$ cat src/rtl/alu_core.sv
// Sequential ALU: single-cycle ADD/SUB, iterative shift-add MUL and restoring DIV.
// Optional drop counter for requests refused while busy: define ALU_CORE_DROP_CNT_EN.
module alu_core #(
  parameter int unsigned DATA_WIDTH = 8,
  parameter int unsigned SEL_WIDTH  = 2
) (
  input  logic                      clk,
  input  logic                      rst,
  input  logic                      valid_i,
  input  logic [DATA_WIDTH-1:0]     data_i_1,
  input  logic [DATA_WIDTH-1:0]     data_i_2,
  input  logic [SEL_WIDTH-1:0]      sel_i,
  output logic                      valid_o,
  output logic [2*DATA_WIDTH-1:0]   data_o,
  output logic                      busy_o
`ifdef ALU_CORE_DROP_CNT_EN
  ,
  output logic [15:0]               drop_cnt_o
`endif
);

  localparam int unsigned W     = DATA_WIDTH;
  localparam int unsigned CNT_W = $clog2(DATA_WIDTH + 1);

  localparam logic [SEL_WIDTH-1:0] OpAdd = SEL_WIDTH'(0);
  localparam logic [SEL_WIDTH-1:0] OpSub = SEL_WIDTH'(1);
  localparam logic [SEL_WIDTH-1:0] OpMul = SEL_WIDTH'(2);
  localparam logic [SEL_WIDTH-1:0] OpDiv = SEL_WIDTH'(3);

  if (SEL_WIDTH != 2) begin : g_bad_sel_width
    $error("alu_core: SEL_WIDTH must be 2");
  end
  if (DATA_WIDTH < 2 || DATA_WIDTH > 32) begin : g_bad_data_width
    $error("alu_core: DATA_WIDTH must be in 2..32");
  end

  typedef enum logic [0:0] {StIdle, StCalc} state_e;

  state_e           state_q;
  logic [CNT_W-1:0] cnt_q;
  logic [2*W-1:0]   acc_q;    // MUL: product; DIV: {remainder, dividend/quotient}
  logic [2*W-1:0]   mcand_q;
  logic [W-1:0]     opb_q;    // MUL: multiplier (shifts right); DIV: divisor
  logic             is_div_q;

  logic [2*W-1:0]   ext_a, ext_b;
  logic [W:0]       trial;
  logic [W-1:0]     diff;
  logic [2*W-1:0]   mul_nxt, div_nxt, acc_nxt;

  assign ext_a = {{W{1'b0}}, data_i_1};
  assign ext_b = {{W{1'b0}}, data_i_2};

  always_comb begin
    mul_nxt = acc_q + (opb_q[0] ? mcand_q : '0);
    // Shift the next dividend bit into the remainder; the difference fits W bits when taken.
    trial   = {acc_q[2*W-1:W], acc_q[W-1]};
    diff    = trial[W-1:0] - opb_q;
    if (trial >= {1'b0, opb_q}) begin
      div_nxt = {diff, acc_q[W-2:0], 1'b1};
    end else begin
      div_nxt = {trial[W-1:0], acc_q[W-2:0], 1'b0};
    end
    acc_nxt = is_div_q ? div_nxt : mul_nxt;
  end

  always_ff @(posedge clk or posedge rst) begin
    if (rst) begin
      state_q  <= StIdle;
      cnt_q    <= '0;
      acc_q    <= '0;
      mcand_q  <= '0;
      opb_q    <= '0;
      is_div_q <= 1'b0;
      valid_o  <= 1'b0;
      data_o   <= '0;
      busy_o   <= 1'b0;
    end else begin
      valid_o <= 1'b0;
      unique case (state_q)
        StIdle: begin
          if (valid_i) begin
            unique case (sel_i)
              OpAdd: begin
                data_o  <= ext_a + ext_b;
                valid_o <= 1'b1;
              end
              OpSub: begin
                data_o  <= ext_a - ext_b;
                valid_o <= 1'b1;
              end
              OpMul: begin
                acc_q    <= '0;
                mcand_q  <= ext_a;
                opb_q    <= data_i_2;
                is_div_q <= 1'b0;
                cnt_q    <= CNT_W'(DATA_WIDTH);
                busy_o   <= 1'b1;
                state_q  <= StCalc;
              end
              OpDiv: begin
                acc_q    <= ext_a;
                mcand_q  <= '0;
                opb_q    <= data_i_2;
                is_div_q <= 1'b1;
                cnt_q    <= CNT_W'(DATA_WIDTH);
                busy_o   <= 1'b1;
                state_q  <= StCalc;
              end
              default: ;
            endcase
          end
        end
        StCalc: begin
          acc_q   <= acc_nxt;
          mcand_q <= mcand_q << 1;
          opb_q   <= is_div_q ? opb_q : (opb_q >> 1);
          cnt_q   <= cnt_q - CNT_W'(1);
          if (cnt_q == CNT_W'(1)) begin
            data_o  <= acc_nxt;
            valid_o <= 1'b1;
            busy_o  <= 1'b0;
            state_q <= StIdle;
          end
        end
        default: state_q <= StIdle;
      endcase
    end
  end

`ifdef ALU_CORE_DROP_CNT_EN
  always_ff @(posedge clk or posedge rst) begin
    if (rst) begin
      drop_cnt_o <= '0;
    end else if (valid_i && busy_o && (drop_cnt_o != 16'hFFFF)) begin
      drop_cnt_o <= drop_cnt_o + 16'd1;
    end
  end
`endif

endmodule

$ cat config.mk
export PLATFORM = sky130hd
export DESIGN_NAME = alu_core
export DESIGN_NICKNAME = d
export VERILOG_FILES = /design/src/rtl/alu_core.sv
export SDC_FILE = /design/constraint.sdc
export NUM_CORES = 1
export LEC_CHECK = 0
export CAP_MARGIN = 40
export CORE_ASPECT_RATIO = 0.6
export CORE_MARGIN = 2
export CORE_UTILIZATION = 50
export CTS_CLUSTER_SIZE = 20
export DETAILED_ROUTE_END_ITERATION = 8
export PLACE_DENSITY = 0.79
export SYNTH_ARGS = -nofsm -noshare
export SYNTH_HDL_FRONTEND = slang
export SYNTH_SLANG_ARGS = --single-unit
$ cat constraint.sdc
create_clock -name clk -period 3.5 [get_ports clk]
set_input_delay 0.875 -clock clk [delete_from_list [all_inputs] [get_ports clk]]
set_output_delay 0.875 -clock clk [all_outputs]
set_load 0.01 [all_outputs]
==> results.py <==
metrics = {
    "status": {
        "status": "completed",
    },
    "hold_path": {
        "hold_class": "reg -> reg",
    },
    "critical_path": {
        "path_class": "in -> reg",
        "r2r-end": "data_o[8]",
        "crit-reg2reg-launch": "opb_q[0]",
        "crit_start": "data_i_1[0]",
        "r2r_slack_ns": 0.58,
        "required_ns": 3.70,
        "crit_fanout": 7,
        "r2r_cells": 9,
        "arrival_ns": 3.14,
        "end_kind": "flip-flop",
        "start_kind": "primary input",
        "endpoint": "data_o[13]",
    },
    "drt": {
        "route.detailed.drc": 0,
        "drtIter0Drc": 480,
        "viasPerCell": 6.19,
        "wire_per_inst_um": 19.6,
        "antenna_left": 0,
        "drt_wl_total_um": 14400,
        "first_pass_iters": 6,
        "vias": 4535,
    },
    "pwr": {
        "p_leak_nw": 2.72,
        "power_frac_comb": 0.571,
        "ir_drop_v": 0.000414,
        "power_density_mw_per_mm2": 938,
        "netSwitchingFraction": 0.458,
        "netSwitchingPower_mw": 2.45,
        "clkPwrFrac": 0.168,
        "p_int_mw": 2.90,
        "seqPwrFrac": 0.261,
    },
    "clocking": {
        "post-cts-setup-buffers": 0,
        "cts_sinks": 64,
        "h-tree-depth": 3,
        "cts_hold_buf": 0,
        "ctsResizeCount": 0,
        "clk_pin_slew_worst_paths_ns": 0.06,
        "cts_tree": "done",
        "cts_buffers": 9,
        "clockRootBuffer": "clkbuf_16",
        "clock_latency_ns": 0.34,
        "clockBufferDepth": 2,
    },
    "logic_synthesis": {
        "synth-seq-area-share": 0.330,
        "synthTopCellsByCount": "64 x dfrtp_1, 47 x nor2_1, 46 x inv_1",
        "synth-edff-count": 0,
        "yosysMostFrequentCell": "dfrtp_1",
        "yosys.area.top_type": "dfrtp_1",
        "synth_top_area_frac": 0.330,
        "yosysWarnings": 0,
        "synthDistinctLibCells": 64,
        "synthArstFlopShare": 1.00,
        "synth_fp_nets": 623,
        "synthTopCellsByArea": "dfrtp_1 33%, ha_1 11%, a21oi_1 4.3%, o21ai_0 3.7%, nor2_1 3.6%",
        "syn_area_mm2": 0.00485,
        "synth-main-ff-cell": "dfrtp_1",
        "synthCells": 557,
        "synth.avg_cell_area_um2": 8.70,
        "yosys_register_bits": 64,
    },
    "global_routing": {
        "top_usage_layer": "met1",
        "grt_pass1_wl_um": 23200,
        "gr-usage-met2": 0.394,
        "track_usage": 0.296,
        "overflow": 0,
        "met3_usage": 0.108,
        "antenna_found_initial": 0,
        "grtUsageMet1": 0.441,
        "grt_max_degree": 34,
        "grt_pass1_vias": 4367,
    },
    "floorplanning": {
        "core_mm2": 0.00929,
        "dieWidth_um": 131,
        "die_h_um": 80.3,
        "rows": 27,
        "num_io_pins": 39,
        "die_area_mm2": 0.0105,
        "start_util": 0.522,
    },
    "sta": {
        "timing_hold_violations_final": 0,
        "fmax_ghz": 0.340,
        "min_period_over_period": 0.840,
        "maxSlewViolCount": 0,
        "grt_setup_unrepaired": "false",
        "fin_crit_ns": 2.94,
        "setup_ws_ns": 0.558,
        "setup_viol": 0,
        "worstMarginPinSlew_ns": 0.746,
        "fin_skew_ns": 0.00741,
        "setup_tns_ns": 0,
        "slew_headroom": 0.502,
    },
    "layout": {
        "insertedDiodeCount": 0,
        "syn_to_final_growth_pct": 17.9,
        "layout.nets": 664,
        "drive_gt1_frac": 0.0796,
    },
    "placement": {
        "portBuffers": 38,
        "pre_cts_slack_ns": 0.252,
        "dp_hpwl_um": 10700,
        "gp_congestion": 0.997,
    },
    "flow_run": {
        "drv_cap": 0,
    },
}
==> power by group through the flow <==
stage                     registers (mW)  clock network (mW)  logic, mW
after CTS                           1.39               0.909       2.98
after floorplan                     1.32                   0       2.02
after detailed placement            1.39                   0       2.93
final                               1.40               0.898       3.06
after global routing                1.44               0.943       3.35
after global placement              1.38                   0       2.86
==> registers in the layout (all words and copies together) (netlist names) <==
| name | flops |
|---|---|
| acc_q | 16 |
| busy_o | 1 |
| cnt_q | 4 |
| data_o | 16 |
| is_div_q | 1 |
| mcand_q | 16 |
| opb_q | 8 |
| state_q | 1 |
| valid_o | 1 |
==> layout make-up <==
| type | instances | area, um2 |
|---|---|---|
| multi-input combinational | 424 | 2980 |
| clock inverter | 5 | 57.6 |
| clock buffer | 11 | 233 |
| fill | 809 | 3580 |
| tap | 130 | 163 |
| timing repair buffer | 53 | 505 |
| inverter | 46 | 173 |
| sequential | 64 | 1600 |
==> worst max-delay path, cell delays in order <==
cell             delay [ns]
clkdlybuf4s50_1        0.53
inv_1                  0.06
ha_1                   0.22
fa_1                   0.40
nand2b_1               0.19
a21o_1                 0.20
a21oi_1                0.19
o21ai_0                0.12
nor2_1                 0.10
buf_4                  0.16
a31oi_1                0.09
==> worst min path at each step <==
stage | startpoint | cells past startpoint | slack, ns | to
finish | cnt_q[3] | 1 | 0.47 | cnt_q[3]
global route | cnt_q[3] | 1 | 0.52 | cnt_q[3]
CTS | cnt_q[3] | 1 | 0.47 | cnt_q[3]
detailed placement | cnt_q[3] | 1 | 0.46 | cnt_q[3]
global placement | cnt_q[3] | 1 | 0.45 | cnt_q[3]
floorplan | cnt_q[3] | 1 | 0.44 | cnt_q[3]
==> metal layers <==
metal	vias up	share of wire
met4	0	0.013
met3	23	0.13
met5	-	0
met1	2198	0.47
li1	2108	-
met2	206	0.39
==> through the flow <==
stage	total power, mW	utilization	cells	hold WS (ns)	area (um2)
finish	5.36	0.615	733	0.473	5710
global route	5.73	0.615	733	0.519	5710
CTS	5.27	0.615	733	0.474	5710
detailed placement	4.32	0.584	717	0.463	5420
global placement	4.24	0.584	717	0.454	5420
floorplan	3.35	-	557	0.436	4850
==> cells in the final DEF (no fill, tap or decap), types with 10 or more instances in the layout <==
master / synthesis / layout
mux2i_1: 16 / 16
nor2_1: 47 / 47
nor3_1: 10 / 10
ha_1: 41 / 41
and2_1: 21 / 21
a21o_1: 16 / 16
o21ai_0: 36 / 36
dfrtp_1: 64 / 64
nand3_1: 15 / 15
clkdlybuf4s50_1: 0 / 38
buf_4: 0 / 14
a21oi_1: 42 / 41
inv_1: 46 / 45
nand2_1: 40 / 40
==> cell families (layout without fill, tap and decap cells) <==
| family | Yosys count | count (layout) | synth area share |
|---|---|---|---|
| XOR/XNOR | 16 | 16 | 0.0289 |
| buffers and inverters | 69 | 115 | 0.0550 |
| flip-flops | 64 | 64 | 0.330 |
| adder cells (fa/ha/maj) | 45 | 45 | 0.122 |
| AND/OR/NAND/NOR | 170 | 170 | 0.173 |
| AO/OA/AOI/OAI | 172 | 172 | 0.245 |
| multiplexers | 21 | 21 | 0.0447 |
No activity file was read; power rests on OpenSTA's default activity.
